`src/rtl/riscv_mem_pkg.sv`:
```
// Shared types and defaults for the CPU memory-port arbiter.
// Holds the sequencer state encoding, requester owner codes and address-mapping defaults.
package riscv_mem_pkg;

    typedef enum logic [1:0] {
        IDLE  = 2'd0,
        ISSUE = 2'd1,
        WAIT  = 2'd2,
        RESP  = 2'd3
    } state_t;

    localparam logic OWN_INSTR = 1'b0;
    localparam logic OWN_DATA  = 1'b1;

    localparam int MEM_AW_DEF     = 10;
    localparam int BYTE_SHIFT_DEF = 2;

endpackage

```
`src/rtl/mem_port_arbiter_rr_arb2.sv`:
```
// Two-requester round-robin grant: on a tie the requester that did not win last time wins.
// grant is one-hot (bit 0 = instruction fetch, bit 1 = data port).
module rr_arb2
    import riscv_mem_pkg::*;
(
    input  logic       req_instr,
    input  logic       req_data,
    input  logic       last_grant,
    input  logic       en,
    output logic [1:0] grant,
    output logic       next_grant
);

    always_comb begin
        grant      = 2'b00;
        next_grant = last_grant;
        if (en && (req_instr || req_data)) begin
            if (req_instr && req_data) begin
                next_grant = (last_grant == OWN_INSTR) ? OWN_DATA : OWN_INSTR;
            end else if (req_data) begin
                next_grant = OWN_DATA;
            end else begin
                next_grant = OWN_INSTR;
            end
            grant = (next_grant == OWN_DATA) ? 2'b10 : 2'b01;
        end
    end

endmodule

```
`src/rtl/mem_port_arbiter.sv`:
```
// Shares one single-port word-addressed memory between the fetch port and the load/store port.
// Each request becomes a one-cycle memory command; reads are captured per port and acknowledged.
module mem_port_arbiter
    import riscv_mem_pkg::*;
#(
    parameter int MEM_AW     = MEM_AW_DEF,
    parameter int BYTE_SHIFT = BYTE_SHIFT_DEF,
    parameter int DATA_W     = 32
) (
    input  logic              CLK,
    input  logic              RST,
    input  logic              I_REQ,
    input  logic [31:0]       I_ADDR,
    output logic [DATA_W-1:0] I_RDATA,
    output logic              I_ACK,
    input  logic              D_REQ,
    input  logic              D_WE,
    input  logic [31:0]       D_ADDR,
    input  logic [DATA_W-1:0] D_WDATA,
    output logic [DATA_W-1:0] D_RDATA,
    output logic              D_ACK,
    output logic [31:0]       M_ADDR,
    output logic [DATA_W-1:0] M_DIN,
    output logic              M_WE,
    input  logic [DATA_W-1:0] M_DO,
    input  logic              M_RDY
);

    state_t            state, next_state;
    logic              last_grant;
    logic              owner;
    logic              we_r;
    logic [31:0]       m_addr_r;
    logic [DATA_W-1:0] m_din_r;
    logic [DATA_W-1:0] i_rdata_r;
    logic [DATA_W-1:0] d_rdata_r;
    logic [1:0]        grant;
    logic              next_grant;
    logic              arb_en;
    logic              addr_unused;

    // Byte address to word address; bits outside the memory window are dropped, so addresses wrap.
    function automatic logic [31:0] word_addr(input logic [31:0] byte_addr);
        logic [31:0] w;
        w             = '0;
        w[MEM_AW-1:0] = byte_addr[MEM_AW+BYTE_SHIFT-1:BYTE_SHIFT];
        return w;
    endfunction

    assign addr_unused = ^{I_ADDR, D_ADDR};
    assign arb_en      = (state == IDLE) && M_RDY;

    rr_arb2 u_arb (
        .req_instr (I_REQ),
        .req_data  (D_REQ),
        .last_grant(last_grant),
        .en        (arb_en),
        .grant     (grant),
        .next_grant(next_grant)
    );

    always_ff @(posedge CLK) begin
        if (RST) begin
            state <= IDLE;
        end else begin
            state <= next_state;
        end
    end

    always_comb begin
        next_state = state;
        M_WE       = 1'b0;
        I_ACK      = 1'b0;
        D_ACK      = 1'b0;
        case (state)
            IDLE: begin
                if (grant != 2'b00) next_state = ISSUE;
            end
            ISSUE: begin
                M_WE = we_r;
                if (M_RDY) next_state = we_r ? RESP : WAIT;
            end
            WAIT: begin
                if (M_RDY) next_state = RESP;
            end
            RESP: begin
                I_ACK      = (owner == OWN_INSTR);
                D_ACK      = (owner == OWN_DATA);
                next_state = IDLE;
            end
            default: next_state = IDLE;
        endcase
    end

    // Command registers load on a grant; read data lands in the owning port's register only.
    always_ff @(posedge CLK) begin
        if (RST) begin
            last_grant <= OWN_INSTR;
            owner      <= OWN_INSTR;
            we_r       <= 1'b0;
            m_addr_r   <= '0;
            m_din_r    <= '0;
            i_rdata_r  <= '0;
            d_rdata_r  <= '0;
        end else begin
            if (grant != 2'b00) begin
                last_grant <= next_grant;
                owner      <= next_grant;
                if (grant[1]) begin
                    m_addr_r <= word_addr(D_ADDR);
                    m_din_r  <= D_WDATA;
                    we_r     <= D_WE;
                end else begin
                    m_addr_r <= word_addr(I_ADDR);
                    we_r     <= 1'b0;
                end
            end
            if (state == WAIT && M_RDY) begin
                if (owner == OWN_DATA) begin
                    d_rdata_r <= M_DO;
                end else begin
                    i_rdata_r <= M_DO;
                end
            end
        end
    end

    assign M_ADDR  = m_addr_r;
    assign M_DIN   = m_din_r;
    assign I_RDATA = i_rdata_r;
    assign D_RDATA = d_rdata_r;

endmodule

```
`config.mk`:
```
export PLATFORM = sky130hd
export DESIGN_NAME = mem_port_arbiter
export DESIGN_NICKNAME = d
export VERILOG_FILES = /design/src/rtl/riscv_mem_pkg.sv /design/src/rtl/mem_port_arbiter_rr_arb2.sv /design/src/rtl/mem_port_arbiter.sv
export SDC_FILE = /design/constraint.sdc
export NUM_CORES = 1
export LEC_CHECK = 0
export BUFFER_PORTS_ARGS = -buffer_cell sky130_fd_sc_hd__buf_2
export CORE_MARGIN = 1
export CORE_UTILIZATION = 31
export CTS_CLUSTER_SIZE = 10
export DETAILED_ROUTE_END_ITERATION = 10
export HOLD_SLACK_MARGIN = 0.06
export PLACE_DENSITY = 0.64
export SLEW_MARGIN = 20
export SYNTH_ARGS = -nofsm -noshare
export SYNTH_HDL_FRONTEND = slang
export SYNTH_SLANG_ARGS = --single-unit
```
`constraint.sdc`:
```
create_clock -name CLK -period 1.54 [get_ports CLK]
set_input_delay 0.154 -clock CLK [delete_from_list [all_inputs] [get_ports CLK]]
set_output_delay 0.154 -clock CLK [all_outputs]
set_load 0.01 [all_outputs]
```
Yosys cells after proc, flatten, opt, wreduce, memory -nomap -nowiden
Index checks and enable logic that the tools add are counted.

word-level totals
  register bits after elaboration = 132
  bits in latches = 0
  memory bits (writable) = 0
  memory bits (read-only) = 0
  input bits = 134
  output and inout bits = 131
  word-level logic and storage cells = 43
  memories kept = 0

cells by class
  add/sub/neg operators = 0
  $mul = 0
  divide/modulo/power cells = 0
  order comparisons = 0
  equality and inequality tests = 6
  shifts and indexed selects = 0
  multiplexer cells = 17
  bitwise gates (word level) = 1
  reductions and logical operators = 12

operators by type and width
  kind                                                             number
  1-bit two-way mux                                                10
  10-bit two-way mux                                               1
  2-bit two-way mux                                                5
  2-bit case mux with 4 select lines                               1
  2-bit AND reduction                                              4
  2-bit == test, second input constant                             2
  1-bit logical AND                                                4
  2-bit != test, second input constant                             2
  3-bit AND reduction                                              1
  2-bit by 1-bit == test with 1-bit output, second input constant  1
  2-bit logical NOT                                                1
  2-bit by 1-bit != test with 1-bit output, second input constant  1
  2-bit nonzero test                                               1
  1-bit logical OR                                                 1
  1-bit inverter                                                   1

Depth between registers and ports, before layout
  depth in word-level cells = 9
  mapped depth = 7
  gate-level depth less buffers = 5

Hierarchy
From an unflattened synthesis, not the netlist that was laid out.

second synthesis, totals
  cell total of the unflattened synthesis = 489
  area, all modules = 4294.1 µm²

by module, submodules not included
  module            instances  cells each  area an instance (µm²)  seq. area each (µm²)
  mem_port_arbiter  1          482         4257.8                  2202.1
  rr_arb2           1          7           36.3                    0.0

Worst setup path before layout
OpenSTA, ideal clock, no wires.

  path type = register to register
  from = register state[0]
  to = register m_addr_r[6] (netlist: M_ADDR[6])
  setup time = 0.103 ns
  arrival = 1.320 ns
  required time = 1.437 ns
  path slack = 0.116 ns
  cell stages (with the launch flop) = 7
  path buffers = 1
  period minus slack after synthesis = 1.424 ns
  cells stage by stage = dfxtp_1 -> inv_1 -> ha_1 -> and3_1 -> buf_2 -> nand2_1 -> a2111oi_2

between the ends
  longest elaborated chain between the ends = 5
  elaborated cells between the ends (all ways) = 6
  classes of those cells = mux (2); reduce/logical (4)

ends and longest elaborated chain
  item                                                      line                                              source
  start: declaration                                        mem_port_arbiter.sv:29                            state_t state, next_state;
  start signal: assignment                                  mem_port_arbiter.sv:66                            state <= next_state;
  2-bit logical NOT (*)                                     mem_port_arbiter.sv:51                            assign arb_en = (state == IDLE) && M_RDY;
  1-bit logical AND (*)                                     mem_port_arbiter.sv:51
  1-bit logical AND (*)                                     mem_port_arbiter_rr_arb2.sv:17                    if (en && (req_instr || req_data)) begin
  2-bit two-way mux (*)                                     mem_port_arbiter_rr_arb2.sv:17
  10-bit two-way mux or 2-bit nonzero test (tied branches)  mem_port_arbiter.sv:109, mem_port_arbiter.sv:106
  end signal: assignment                                    mem_port_arbiter.sv:110                           m_addr_r <= word_addr(D_ADDR);
  end signal: assignment                                    mem_port_arbiter.sv:114                           m_addr_r <= word_addr(I_ADDR);
  end: declaration                                          mem_port_arbiter.sv:33                            logic [31:0] m_addr_r;

Every way passes the cells marked *; elsewhere a longest branch is shown, timed or not.
A chain may end at the register's enable or synchronous reset.

Final worst setup path
  from = register state[0]
  to = register i_rdata_r[24] (netlist: I_RDATA[24])

between the ends
  longest elaborated chain between the ends = 3

ends and longest elaborated chain
  item                           line                     source
  2-bit == test                  mem_port_arbiter.sv:118  if (state == WAIT && M_RDY) begin
  1-bit logical AND              mem_port_arbiter.sv:118
  2-bit AND reduction (no line)  -
  end signal: assignment         mem_port_arbiter.sv:103  i_rdata_r <= '0;
  end signal: assignment         mem_port_arbiter.sv:122  i_rdata_r <= M_DO;
  end: declaration               mem_port_arbiter.sv:35   logic [DATA_W-1:0] i_rdata_r;

No other way between the ends.

==> flow_summary_export.csv <==
group,metric,value,unit
finish,seq_area,2205,µm²
routing,ant_nets,0,
finish,fillers,1306,
sta,drv_slew,0,
synth,syn-cell-area,4392,µm²
synth,ys_warn_count,0,
worst_setup_path,start_kind,"flop",
global_route,grtUsageTotal,17.35,%
global_route,use_met3,4.934,%
placed_design,dp_hpwl,8.204,mm
floorplanning,initial_core_util,31.76,%
sta,post-route-min-period,1495,ps
sta,fin_worst_skew,5.178,ps
power_and_ir_drop,p_total,8.264,mW
routing,wl,13.69,mm
sta,hold_viol_final,0,
global_route,use_met1,21.14,%
synth,synth_area_leader_cell,"dfxtp_1",
global_route,grt_overflow_total,0,
clock_tree,root_buffer,"clkbuf_16",
finish,antenna_cells,0,
sta,maxSlewHeadroom,64.41,%
routing,drt_iter0_markers,221,
routing,drt-pass1-iter-count,4,
job,maxCapViolCount,0,
worst_setup_path,worstPathArrival,1770,ps
power_and_ir_drop,pwr_density_cell,1230,nW/µm²
synth,synth_ff_type,"dfxtp_1",
synth,synth_most_common_cell,"nand2_1",
synth,syn_inst,544,
finish,fin_util,48.60,%
floorplanning,dieArea,14650,µm²
worst_setup_path,critPathSlowestCell,"dfxtp_2",
finish,fin_cells,980,
status,status,"completed",
placed_design,port_buffers,198,
finish,multi_input_area,1896,µm²
synth,synth-seq-cells,110,
finish,drive_above_1_share,31.62,%
routing,drc,0,
worst_setup_path,crit_chain,"inv_1, buf_4, ha_4, and3b_2, clkbuf_16, nand2_1, a21oi_1",
clock_tree,cts_made_buffers,9,
worst_setup_path,slowest_delay,330,ps
power_and_ir_drop,ir_drop,0.0006605,V
finish,syn2layout_area_growth,53.02,%
sta,setup_viol,0,
floorplanning,pin_count,265,
sta,fmax,669.0,MHz
worst_setup_path,crit_family,"buffers and inverters",
placed_design,dp.cells,895,
clock_tree,clkTransAtPathRegs,70,ps
floorplanning,rows,43,
clock_tree,clkLatencyLatePin,340,ps
global_route,grt_antenna_before_repair,0,
finish,fin_area,6720,µm²
sta,grt_setup_unrepaired,"true",
synth,synth_top_area_share,50.14,%
synth,post_synth.cell_area_avg,8.073,µm²
global_route,globalRoute.busiestLayer,"met2",
sta,tightest_slew,533.8,ps
worst_setup_path,crit_type,"reg -> reg",
clock_tree,cts_tree,"done",
routing,wl_per_cell,13.97,µm
synth,synthTopCellsByCount,"nand2_1, dfxtp_1, a21oi_1",
synth,seq_area_frac_synth,50.14,%
placed_design,place_congestion,0.7728,
sta,fin_crit_sh,97.06,%
floorplanning,die_w,121.0,µm
clock_tree,clockBufferDepth,2,
global_route,first_global_vias,4227,
worst_setup_path,path_buf_inv,3,
synth,synth-async-reset-ratio,0,%
global_route,grtUsageMet2,29.18,%
routing,vias,4622,
synth,synth_edf_count,0,
worst_setup_path,cp.required,1820,ps
clock_tree,htree_num_levels,3,
finish,layout.nets,934,
global_route,grt_pass1_wl,20.18,mm
worst_hold_path,hp-class,"in -> reg",
worst_setup_path,cp_max_fo,8,
floorplanning,dieHeight,121.0,µm
synth,synth.area.top_cells,"dfxtp_1, a21oi_1, nand2_1",
clock_tree,cts.sinks,110,
synth,yosysUniqueCellTypes,34,
routing,viasPerCell,4.716,
worst_setup_path,endpoint_kind,"flop",
power_and_ir_drop,p_leak,2.957,nW
placed_design,dpl_cell_area,5572,µm²
global_route,grt_max_degree,54,
floorplanning,coreArea,13830,µm²
-- report_power, final --
group,total [mW],internal [mW],switching [mW]
clock network,2.72,1.65,1.08
logic,2.28,1.05,1.23
registers,3.26,3.12,0.132
total,8.26,5.82,2.44
-- registers in the layout (all words and copies together) (netlist names) --
register and flops:
D_RDATA 32, I_RDATA 32, M_ADDR 10, M_DIN 32, owner 1, state 2
we_r 1
-- through the flow --
stage | hold WS (ps) | setup TNS (ps) | setup slack [ps]
floorplan | 290.0 | 0 | 116.2
global placement | 409.0 | 0 | 19.86
detailed placement | 412.8 | -7.474 | -6.848
CTS | 62.66 | 0 | 0.2987
global route | 81.43 | -219.7 | -26.43
finish | 87.83 | 0 | 45.33
-- cell type report --
cell class,instances,area share (%)
clock buffers,10,3.556
repair buffers,288,30.14
clock inverters,6,1.713
multi-input cells,382,28.21
inverters,4,0.2234
flip-flops and latches,110,32.81
well taps,180,3.351
-- placed cells by master (no fill, tap or decap), types with 3 or more instances in the layout --
| master | instances |
|---|---|
| dfxtp_1 | 108 |
| dlygate4sd3_1 | 63 |
| inv_1 | 3 |
| nor2_1 | 3 |
| buf_4 | 13 |
| a22oi_1 | 8 |
| conb_1 | 22 |
| buf_12 | 10 |
| nand2_1 | 131 |
| nor3_1 | 3 |
| a21oi_1 | 105 |
| buf_2 | 197 |
| o21ai_0 | 22 |
| bufinv_16 | 3 |
| nand3_1 | 43 |
| o21ai_1 | 10 |
| ha_1 | 3 |
| o31ai_1 | 9 |
| clkbuf_16 | 13 |
-- what timing repair did --
item / in CTS / in global routing
cloned: 0 / 5
hold endpoints to repair: 89 / 0
setup endpoints to repair: 3 / 66
setup buffers: 0 / 1
hold buffers: 63 / 0
pin swaps: 0 / 1
gates resized for setup: 1 / 9
-- tightest hold or removal path, stage by stage --
cell and delay, ps:
buf_2 110, nand3_1 70, a21oi_1 60
-- routing by layer --
metal | vias up | wire (µm)
li1 | 2305 | -
met1 | 2121 | 5953
met2 | 182 | 6413
met3 | 14 | 1118
met4 | 0 | 208
met5 | - | 0
-- cell families (layout without fill, tap and decap cells) --
group           Yosys count  after routing  synth area share, %
simple gates            191            191                18.35
compound gates          164            164                20.83
flops                   110            110                50.14
buf+inv                  73            308                9.174
fa+ha+maj                 5              5                1.425
other cells               1             22              0.08539
-- final timing paths --
check | endpoint | from | depth (start not counted) | slack [ps]
min reg2reg | I_RDATA[15] | I_RDATA[15] | 2 | 450
max reg2reg | I_RDATA[24] | state[0] | 7 | 50
min | M_DIN[4] | D_WDATA[4] | 3 | 90
max | I_RDATA[24] | state[0] | 7 | 50
Note: power is estimated with default switching activity, not from simulation.
